### config.mk
export PLATFORM = sky130hd
export DESIGN_NAME = interrupt_controller
export DESIGN_NICKNAME = d
export VERILOG_FILES = /design/src/rtl/interrupt_controller_pkg.sv /design/src/rtl/interrupt_controller_rr_arbiter.sv /design/src/rtl/interrupt_controller.sv
export SDC_FILE = /design/constraint.sdc
export NUM_CORES = 1
export LEC_CHECK = 0
export CELL_PAD_IN_SITES_DETAIL_PLACEMENT = 2
export CELL_PAD_IN_SITES_GLOBAL_PLACEMENT = 2
export CORE_ASPECT_RATIO = 1.75
export CORE_MARGIN = 8
export CORE_UTILIZATION = 20
export DETAILED_ROUTE_END_ITERATION = 16
export PLACE_DENSITY_LB_ADDON = 0.1
export SETUP_SLACK_MARGIN = 0.1
export SYNTH_ARGS = -nofsm -noshare
export SYNTH_HDL_FRONTEND = slang
export SYNTH_SLANG_ARGS = --single-unit
### constraint.sdc
create_clock -name clk -period 8.7 [get_ports clk]
set_input_delay 2.61 -clock clk [delete_from_list [all_inputs] [get_ports clk]]
set_output_delay 2.61 -clock clk [all_outputs]
set_load 0.005 [all_outputs]
### src/rtl/interrupt_controller_pkg.sv
// Shared definitions for the interrupt controller:
// FSM encoding, default register map and status bit layout.
package interrupt_controller_pkg;

    typedef enum logic [1:0] {
        ST_IDLE    = 2'd0,
        ST_REQ     = 2'd1,
        ST_SERVICE = 2'd2
    } state_t;

    localparam logic [31:0] DEF_MASK_ADDR = 32'hF0000810;
    localparam logic [31:0] DEF_PEND_ADDR = 32'hF0000814;
    localparam logic [31:0] DEF_STAT_ADDR = 32'hF0000818;

    localparam int STAT_REQ_BIT = 0;
    localparam int STAT_SVC_BIT = 1;
    localparam int STAT_ID_LSB  = 4;
    localparam int STAT_RR_LSB  = 8;

endpackage

### src/rtl/interrupt_controller_rr_arbiter.sv
// Combinational round-robin picker: grants the eligible
// source closest to rrPtr going upward with wrap-around.
module rr_arbiter #(
    parameter int NUM_SRC = 4
) (
    input  logic [NUM_SRC-1:0] eligible,
    input  logic [2:0]         rrPtr,
    output logic [2:0]         grantIdx,
    output logic               grantValid
);

    // Pick the eligible index with the smallest forward distance from rrPtr
    always_comb begin
        int w_best;
        int w_dist;
        grantIdx   = 3'd0;
        grantValid = 1'b0;
        w_best     = NUM_SRC;
        w_dist     = 0;
        for (int i = 0; i < NUM_SRC; i++) begin
            if (i >= int'(rrPtr)) begin
                w_dist = i - int'(rrPtr);
            end else begin
                w_dist = i + NUM_SRC - int'(rrPtr);
            end
            if (eligible[i] && (w_dist < w_best)) begin
                w_best     = w_dist;
                grantIdx   = 3'(i);
                grantValid = 1'b1;
            end
        end
    end

endmodule

### src/rtl/interrupt_controller.sv
// Memory-mapped interrupt controller: edge-captured pending bits,
// mask, round-robin selection and a REQ/SERVICE/EOI handshake.
module interrupt_controller
    import interrupt_controller_pkg::*;
#(
    parameter int          BITS      = 32,
    parameter int          NUM_SRC   = 4,
    parameter logic [31:0] MASK_ADDR = DEF_MASK_ADDR,
    parameter logic [31:0] PEND_ADDR = DEF_PEND_ADDR,
    parameter logic [31:0] STAT_ADDR = DEF_STAT_ADDR
) (
    input  logic               clk,
    input  logic               reset,
    input  logic               we,
    input  logic               re,
    input  logic [BITS-1:0]    memAddr,
    input  logic [BITS-1:0]    dataBusIn,
    output logic [BITS-1:0]    dataBusOut,
    input  logic [NUM_SRC-1:0] irq,
    output logic               intReq,
    output logic [2:0]         intId,
    input  logic               intAck
);

    state_t               r_state;
    state_t               w_state_next;
    logic [NUM_SRC-1:0]   r_pending;
    logic [NUM_SRC-1:0]   r_mask;
    logic [NUM_SRC-1:0]   r_irqPrev;
    logic [2:0]           r_rrPtr;
    logic [2:0]           r_intId;

    logic [NUM_SRC-1:0]   w_clear;
    logic [NUM_SRC-1:0]   w_pend_next;
    logic [2:0]           w_grantIdx;
    logic                 w_grantValid;
    logic                 w_wr_mask;
    logic                 w_wr_pend;
    logic                 w_wr_stat;
    logic                 w_latch_id;
    logic                 w_ack;
    logic                 w_eoi;
    logic [BITS-1:0]      w_status;
    logic [2:0]           w_rr_next;

    assign w_wr_mask = we && (memAddr == BITS'(MASK_ADDR));
    assign w_wr_pend = we && (memAddr == BITS'(PEND_ADDR));
    assign w_wr_stat = we && (memAddr == BITS'(STAT_ADDR));

    rr_arbiter #(
        .NUM_SRC (NUM_SRC)
    ) u_arb (
        .eligible   (r_pending & r_mask),
        .rrPtr      (r_rrPtr),
        .grantIdx   (w_grantIdx),
        .grantValid (w_grantValid)
    );

    // FSM state register
    always_ff @(posedge clk) begin
        if (reset) begin
            r_state <= ST_IDLE;
        end else begin
            r_state <= w_state_next;
        end
    end

    // FSM next state and the one-cycle control events it produces
    always_comb begin
        w_state_next = r_state;
        w_latch_id   = 1'b0;
        w_ack        = 1'b0;
        w_eoi        = 1'b0;
        unique case (r_state)
            ST_IDLE: begin
                if (w_grantValid) begin
                    w_latch_id   = 1'b1;
                    w_state_next = ST_REQ;
                end
            end
            ST_REQ: begin
                if (intAck) begin
                    w_ack        = 1'b1;
                    w_state_next = ST_SERVICE;
                end
            end
            ST_SERVICE: begin
                if (w_wr_stat) begin
                    w_eoi        = 1'b1;
                    w_state_next = ST_IDLE;
                end
            end
            default: w_state_next = ST_IDLE;
        endcase
    end

    // Pending update; a fresh rising edge beats any same-cycle clear
    always_comb begin
        w_clear = '0;
        for (int i = 0; i < NUM_SRC; i++) begin
            w_clear[i] = (w_ack && (r_intId == 3'(i)))
                       || (w_wr_pend && dataBusIn[i]);
        end
        w_pend_next = (irq & ~r_irqPrev) | (r_pending & ~w_clear);
        w_rr_next = (r_intId == 3'(NUM_SRC - 1)) ? 3'd0 : r_intId + 3'd1;
    end

    // Datapath registers: edge history, pending, mask, id, pointer
    always_ff @(posedge clk) begin
        if (reset) begin
            r_irqPrev <= '0;
            r_pending <= '0;
            r_mask    <= '0;
            r_intId   <= 3'd0;
            r_rrPtr   <= 3'd0;
        end else begin
            r_irqPrev <= irq;
            r_pending <= w_pend_next;
            if (w_wr_mask) begin
                r_mask <= dataBusIn[NUM_SRC-1:0];
            end
            if (w_latch_id) begin
                r_intId <= w_grantIdx;
            end
            if (w_eoi) begin
                r_rrPtr <= w_rr_next;
            end
        end
    end

    // Read mux; status is assembled from live state
    always_comb begin
        w_status = '0;
        w_status[STAT_REQ_BIT] = (r_state == ST_REQ);
        w_status[STAT_SVC_BIT] = (r_state == ST_SERVICE);
        w_status[STAT_ID_LSB +: 3] = r_intId;
        w_status[STAT_RR_LSB +: 3] = r_rrPtr;
        dataBusOut = '0;
        if (re && !we) begin
            if (memAddr == BITS'(MASK_ADDR)) begin
                dataBusOut[NUM_SRC-1:0] = r_mask;
            end else if (memAddr == BITS'(PEND_ADDR)) begin
                dataBusOut[NUM_SRC-1:0] = r_pending;
            end else if (memAddr == BITS'(STAT_ADDR)) begin
                dataBusOut = w_status;
            end
        end
    end

    assign intReq = (r_state == ST_REQ);
    assign intId  = r_intId;

endmodule

==> qor.txt <==
Layout Nets = 333
Max Fclk = 131 MHz
Metal-1 WL = 1930 um
Reg2Reg Launch Point = r_rrPtr[0]$_SDFFE_PP0P_
WL/cell = 17.5 um
GRT overflow = 0
CP Capture Type = output pin
Internal power = 0.179 mW
Share of layout cells above drive strength 1 = 7.76%
H-tree levels = 1
Ys async rst share = 0%
Critical Path Sink = dataBusOut[8]
Sequential share of power = 38.6%
Crit start category = input port
WS Path Type = in -> out
IO Count = 109
Final Non-Filler Cells = 335
Post-DP HPWL = 5250 um
Hold_ws = 0.452 ns
Die area = 11200 um2
CTS resizes = 0
TritonCTS clock tree = done
Clk buf depth = 2
Synth top area share = 22.5%
Final Setup Violations = 0
Remaining DRCs = 0
Period utilization = 87.6%
Met2 Wirelength = 3710 um
Total power = 0.227 mW
Switching Fraction = 21.3%
Die Wd = 83.6 um
FILL cells = 930
Routed wire length = 5880 um
Post-synthesis cell type count = 45
Met3 WL = 169 um
TritonCTS buffer count = 3
Vias per cell = 4.45
Fin crit period = 7.62 ns
Layout Skew = 0.00235 ns
Largest net degree at the start of global routing = 20
Hold-fix buffer count after cts = 0
Power Density = 101 nW/um2
Comb power frac = 15.6%
Area grow syn2layout = 40.3%
Status = finished, final reports clean
Syn. warnings = 0
Critical Path AT = 5.01 ns
Initial core utilization = 20.4%
Total GRT Usage = 10.4%
DR top layer = met4
FP Rows = 43
Global-route wire length before repair = 9180 um
Cell Area, Synth = 1600 um2
Main flop type after synthesis = dfxtp_1
Post-Syn Instances = 189
Synth area leader = dfxtp_1
RSZ-0062 raised after global routing = no
Sequential area share after synthesis = 22.5%
Via Count = 1491
Clock Pin Slew Worst Setup and Hold Paths = 0.05 ns
Pre-antenna DRT Iters = 3
IO buf count = 55
Avg Inst Size Synth = 8.47 um2
Die Height = 134 um
Max VDD drop = 0.0830 mV
EDFF count, synth = 0
R2R depth = 21
Placed instance count = 331
FF+latch count, synth = 18
DRT antenna net count = 0
Max-Cap Viols = 0
Initial antenna violation count = 0
DR iter-0 viols = 22
Final hold vios = 0
Post-CTS setup buffers = 0
Root Driver = clkbuf_16
Clk_lat worst skew = 0.25 ns
Critical path required time = 6.09 ns
Largest cells by area after synthesis = dfxtp_1 23%, buf_4 12%, ha_1 11%
Static Leakage = 0.928 nW
Final setup TNS = 0 ns
Reg2reg end = intId[0]$_SDFFE_PP0P_
Seq. cell area = 360 um2
Diodes inserted = 0
Slew Viols, Final = 0
Min-delay worst type = reg -> reg
R2R Setup Slk = 4.16 ns
Worst-path maximum fanout = 5
Setup crit start = memAddr[28]
Core ar. = 7860 um2
Net switching power figure = 0.0483 mW
Worst-Margin Slew = 0.732 ns
Relative slew margins = 51.1%
Area taken by multi-input logic gates = 1090 um2
CTS sink cnt = 18
Vias in the first global route = 1709
Clock network fraction of design power = 45.8%
GP Congestion = 0.725
## area by class of cell
class | count | share of cell area (%)
clock buffers | 4 | 3.95
inverters | 13 | 2.17
multi-input cells | 155 | 48.3
flip-flops and latches | 18 | 16.0
well taps | 90 | 5.01
repair buffers | 55 | 24.5
## cell families (layout without fill, tap and decap cells)
kind of cell / Yosys count / after routing / synth area share [%]
and+or+nand+nor: 73 / 73 / 29.7
buffers and inverters: 42 / 72 / 15.8
AOI/OAI and AO/OA: 29 / 29 / 13.0
DFF: 18 / 18 / 22.5
adders and majority gates: 14 / 14 / 10.9
muxes: 12 / 12 / 7.81
other: 1 / 27 / 0.234
## state kept, by name (all words and copies together) (netlist names)
register,cells
intId,2
r_irqPrev,4
r_rrPtr,2
r_state,2
r_mask,4
r_pending,4
## power groups by stage
stage          Sequential (mW)  Combinational [mW]  Clock (mW)
6_report                0.0876              0.0354       0.104
5_1_grt                 0.0879              0.0388       0.111
4_1_cts                 0.0876              0.0354       0.107
3_5_place_dp            0.0895              0.0354           0
3_3_place_gp            0.0894              0.0350           0
2_1_floorplan           0.0884              0.0205           0
## layout by cell type, fill, tap and decap left out, types with 3 or more instances in the layout
cell type,n
and2_1,6
mux2i_1,8
a21o_1,4
mux2_2,4
o21ai_0,3
nand2b_1,8
conb_1,27
nand4_1,3
nor2_1,17
inv_1,13
dfxtp_1,18
nand2_1,8
nor2b_1,9
a221oi_1,4
clkbuf_16,3
a21oi_1,7
ha_1,14
clkdlybuf4s50_1,55
## how the worst min path moves through the flow
stage	start	to	slack, ns	cells past startpoint
after detailed placement	r_irqPrev[1]$_SDFF_PP0_	r_pending[1]$_SDFF_PP0_	0.45	2
after global placement	r_irqPrev[1]$_SDFF_PP0_	r_pending[1]$_SDFF_PP0_	0.43	2
after floorplan	r_irqPrev[0]$_SDFF_PP0_	r_pending[0]$_SDFF_PP0_	0.43	2
final	r_irqPrev[0]$_SDFF_PP0_	r_pending[0]$_SDFF_PP0_	0.45	2
after CTS	r_irqPrev[1]$_SDFF_PP0_	r_pending[1]$_SDFF_PP0_	0.46	2
after global routing	r_irqPrev[1]$_SDFF_PP0_	r_pending[1]$_SDFF_PP0_	0.48	2
## synth_stat cells (6+ instances only)
master and instances:
nor2b_1 9, mux2i_1 8, buf_4 25, nor2_1 17
nand2b_1 8, a21oi_1 7, dfxtp_1 18, nand2_1 8
and2_1 6, ha_1 14, inv_1 13
## worst max-delay path: stages
cell and delay, ns:
clkdlybuf4s50_1 0.44, nor4bb_1 0.34, nand4_1 0.22, nor4b_4 0.36, nor2b_1 0.35, and2_1 0.17
clkdlybuf4s50_1 0.51
## metrics by stage
step / area (um2) / worst slack, ns / utilization [%]
3_3_place_gp: 2160 / 0.927 / 27.5
4_1_cts: 2250 / 0.959 / 28.6
3_5_place_dp: 2160 / 0.960 / 27.5
5_1_grt: 2250 / 0.832 / 28.6
6_report: 2250 / 1.08 / 28.6
2_1_floorplan: 1700 / 2.32 / -
## layer usage
| layer | global-route usage (%) | up-vias |
|---|---|---|
| met1 | 8.72 | 727 |
| met5 | 0 | - |
| met3 | 1.58 | 4 |
| li1 | - | 721 |
| met4 | 3.47 | 0 |
| met2 | 22.6 | 39 |
(Power assumes the default switching activity.)
==> patch (same flow settings) <==
Change the package constant `STAT_ID_LSB` from 4 to 3.
--- a/src/rtl/interrupt_controller_pkg.sv
+++ b/src/rtl/interrupt_controller_pkg.sv
@@ -16,3 +16,3 @@
     localparam int STAT_SVC_BIT = 1;
-    localparam int STAT_ID_LSB  = 4;
+    localparam int STAT_ID_LSB  = 3;
     localparam int STAT_RR_LSB  = 8;
Formal check against the unedited RTL: not equivalent (Yosys sat finds a counterexample within 4 cycles, from zero or initial values and one cycle with reset high).
==> patch against the unedited design <==
Design area down 0.89%. Sequential cell count unchanged. Highest routed layer unchanged. Total power down 0.47%. Synthesized area up 0.31%. Routed wire length down 1.0%. Fmax down 1.7%. Critical path type unchanged. Setup slack worse by 0.13 ns. Largest power group unchanged. Utilization down 0.25 points. Via count down 0.13%. Sequential power about the same. Cell count up 0.90%.
==> patch: results (changes against the unedited design) <==
Status -> completed
Num CTS Buffers -> 3 (unchanged)
Synth warnings -> 0 (unchanged)
Filler cells -> 947 (+1.8%)
Share of cells above drive strength 1 -> 6.45% (-1.3 points)
Compound-gate portion of the synthesized area -> 13.9% (+0.89 points)
Number of global-route vias before repair -> 1724 (+0.88%)
Vias -> 1489 (-0.13%)
Delay of the slowest cell on the worst path -> 0.70 ns (+0.19 ns)
Ys async rst share -> 0% (unchanged)
Register area share after synthesis -> 22.4% (-0.070 points)
Leading cell types by count after synthesis -> buf_4 (26), nor2_1 (19), dfxtp_1 (18), ha_1 (14), inv_1 (14)
Critical path arrival -> 5.14 ns (+0.13 ns)
DPL Wire Length -> 5210 um (-0.75%)
Worst path slowest cell -> nor4b_1
Worst clock skew -> 0.00442 ns (+0.00207 ns)
Final #Nets -> 336 (+0.90%)
1st-pass router iterations -> 2 (-1)
# port buffers -> 54 (-1.8%)
Synthesized cell area -> 1610 sq um (+0.31%)
Worst vdd ir -> 0.0000777 V (-6.3%)
Total GRT Usage -> 10.1% (-0.24 points)
Netlist cell types -> 41 (-8.9%)
Synth area leaders -> dfxtp_1 (22%), buf_4 (12%), ha_1 (11%)
Synth Area in Adders -> 10.9% (-0.034 points)
First-pass GRT wire length -> 9080 um (-1.1%)
GP Congestion -> 0.683 (-5.8%)
Leak -> 0.904 nW (-2.5%)
Mux cell area share after synthesis -> 8.26% (+0.44 points)
Relative slew slack -> 50.3% (-0.72 points)
Switch share -> 21.1% (-0.20 points)
Prevailing post-synth register cell -> dfxtp_1
Initial drt markers -> 18 (-18%)
==> patch: through the flow <==
step,std cells,instance area (sq um),util (%),hold WS (ns),setup WS (ns)
3_3_place_gp,334,2140,27.2,0.433,0.868
5_1_grt,338,2230,28.4,0.473,0.621
4_1_cts,338,2230,28.4,0.453,0.864
6_report,338,2230,28.4,0.450,0.950
3_5_place_dp,334,2140,27.2,0.441,0.864
2_1_floorplan,221,1710,-,0.430,2.33
==> patch: path summary, 6_finish.rpt <==
check                             to  depth (start not counted)  slack (ns)               startpoint
min reg2reg  r_pending[3]$_SDFF_PP0_                          2        0.45  r_irqPrev[3]$_SDFF_PP0_
max                    dataBusOut[9]                          7        0.95              memAddr[24]
max reg2reg    intId[1]$_SDFFE_PP0P_                         20        4.09  r_rrPtr[0]$_SDFFE_PP0P_
min          r_pending[3]$_SDFF_PP0_                          2        0.45  r_irqPrev[3]$_SDFF_PP0_
==> patch: layout make-up <==
| cell class | count | area (sq um) | share of cell area, % |
|---|---|---|---|
| sequential | 18 | 360 | 16.2 |
| clock buffer | 4 | 88.8 | 3.99 |
| multi-input combinational | 158 | 1070 | 48.1 |
| inverter | 14 | 52.6 | 2.36 |
| timing repair buffer | 54 | 541 | 24.3 |
| tap | 90 | 113 | 5.06 |
==> patch: logic make-up after synthesis <==
| group | Yosys count |
|---|---|
| other cells | 1 |
| flops | 18 |
| buf+inv | 45 |
| compound gates | 31 |
| mux | 13 |
| simple gates | 72 |
| fa+ha+maj | 14 |
==> patch: layer usage <==
layer	track usage, %	part of all wire, %	vias up
met5	0	0	-
met4	2.61	0.95	0
li1	-	-	733
met2	22.2	62	40
met1	8.65	33	711
met3	1.69	3.5	5
==> patch: power by group through the flow <==
| stage | clock [W] | combinational [W] | sequential [W] |
|---|---|---|---|
| final | 0.000103 | 0.0000356 | 0.0000875 |
| after global routing | 0.000109 | 0.0000394 | 0.0000879 |
| after CTS | 0.000106 | 0.0000359 | 0.0000875 |
| after detailed placement | 0 | 0.0000357 | 0.0000893 |
| after global placement | 0 | 0.0000352 | 0.0000893 |
| after floorplan | 0 | 0.0000208 | 0.0000885 |
==> patch: worst max-delay path: cells and delay by family <==
family	cells	cell delay (ns)
buf+inv	2	0.93
simple gates	5	1.61
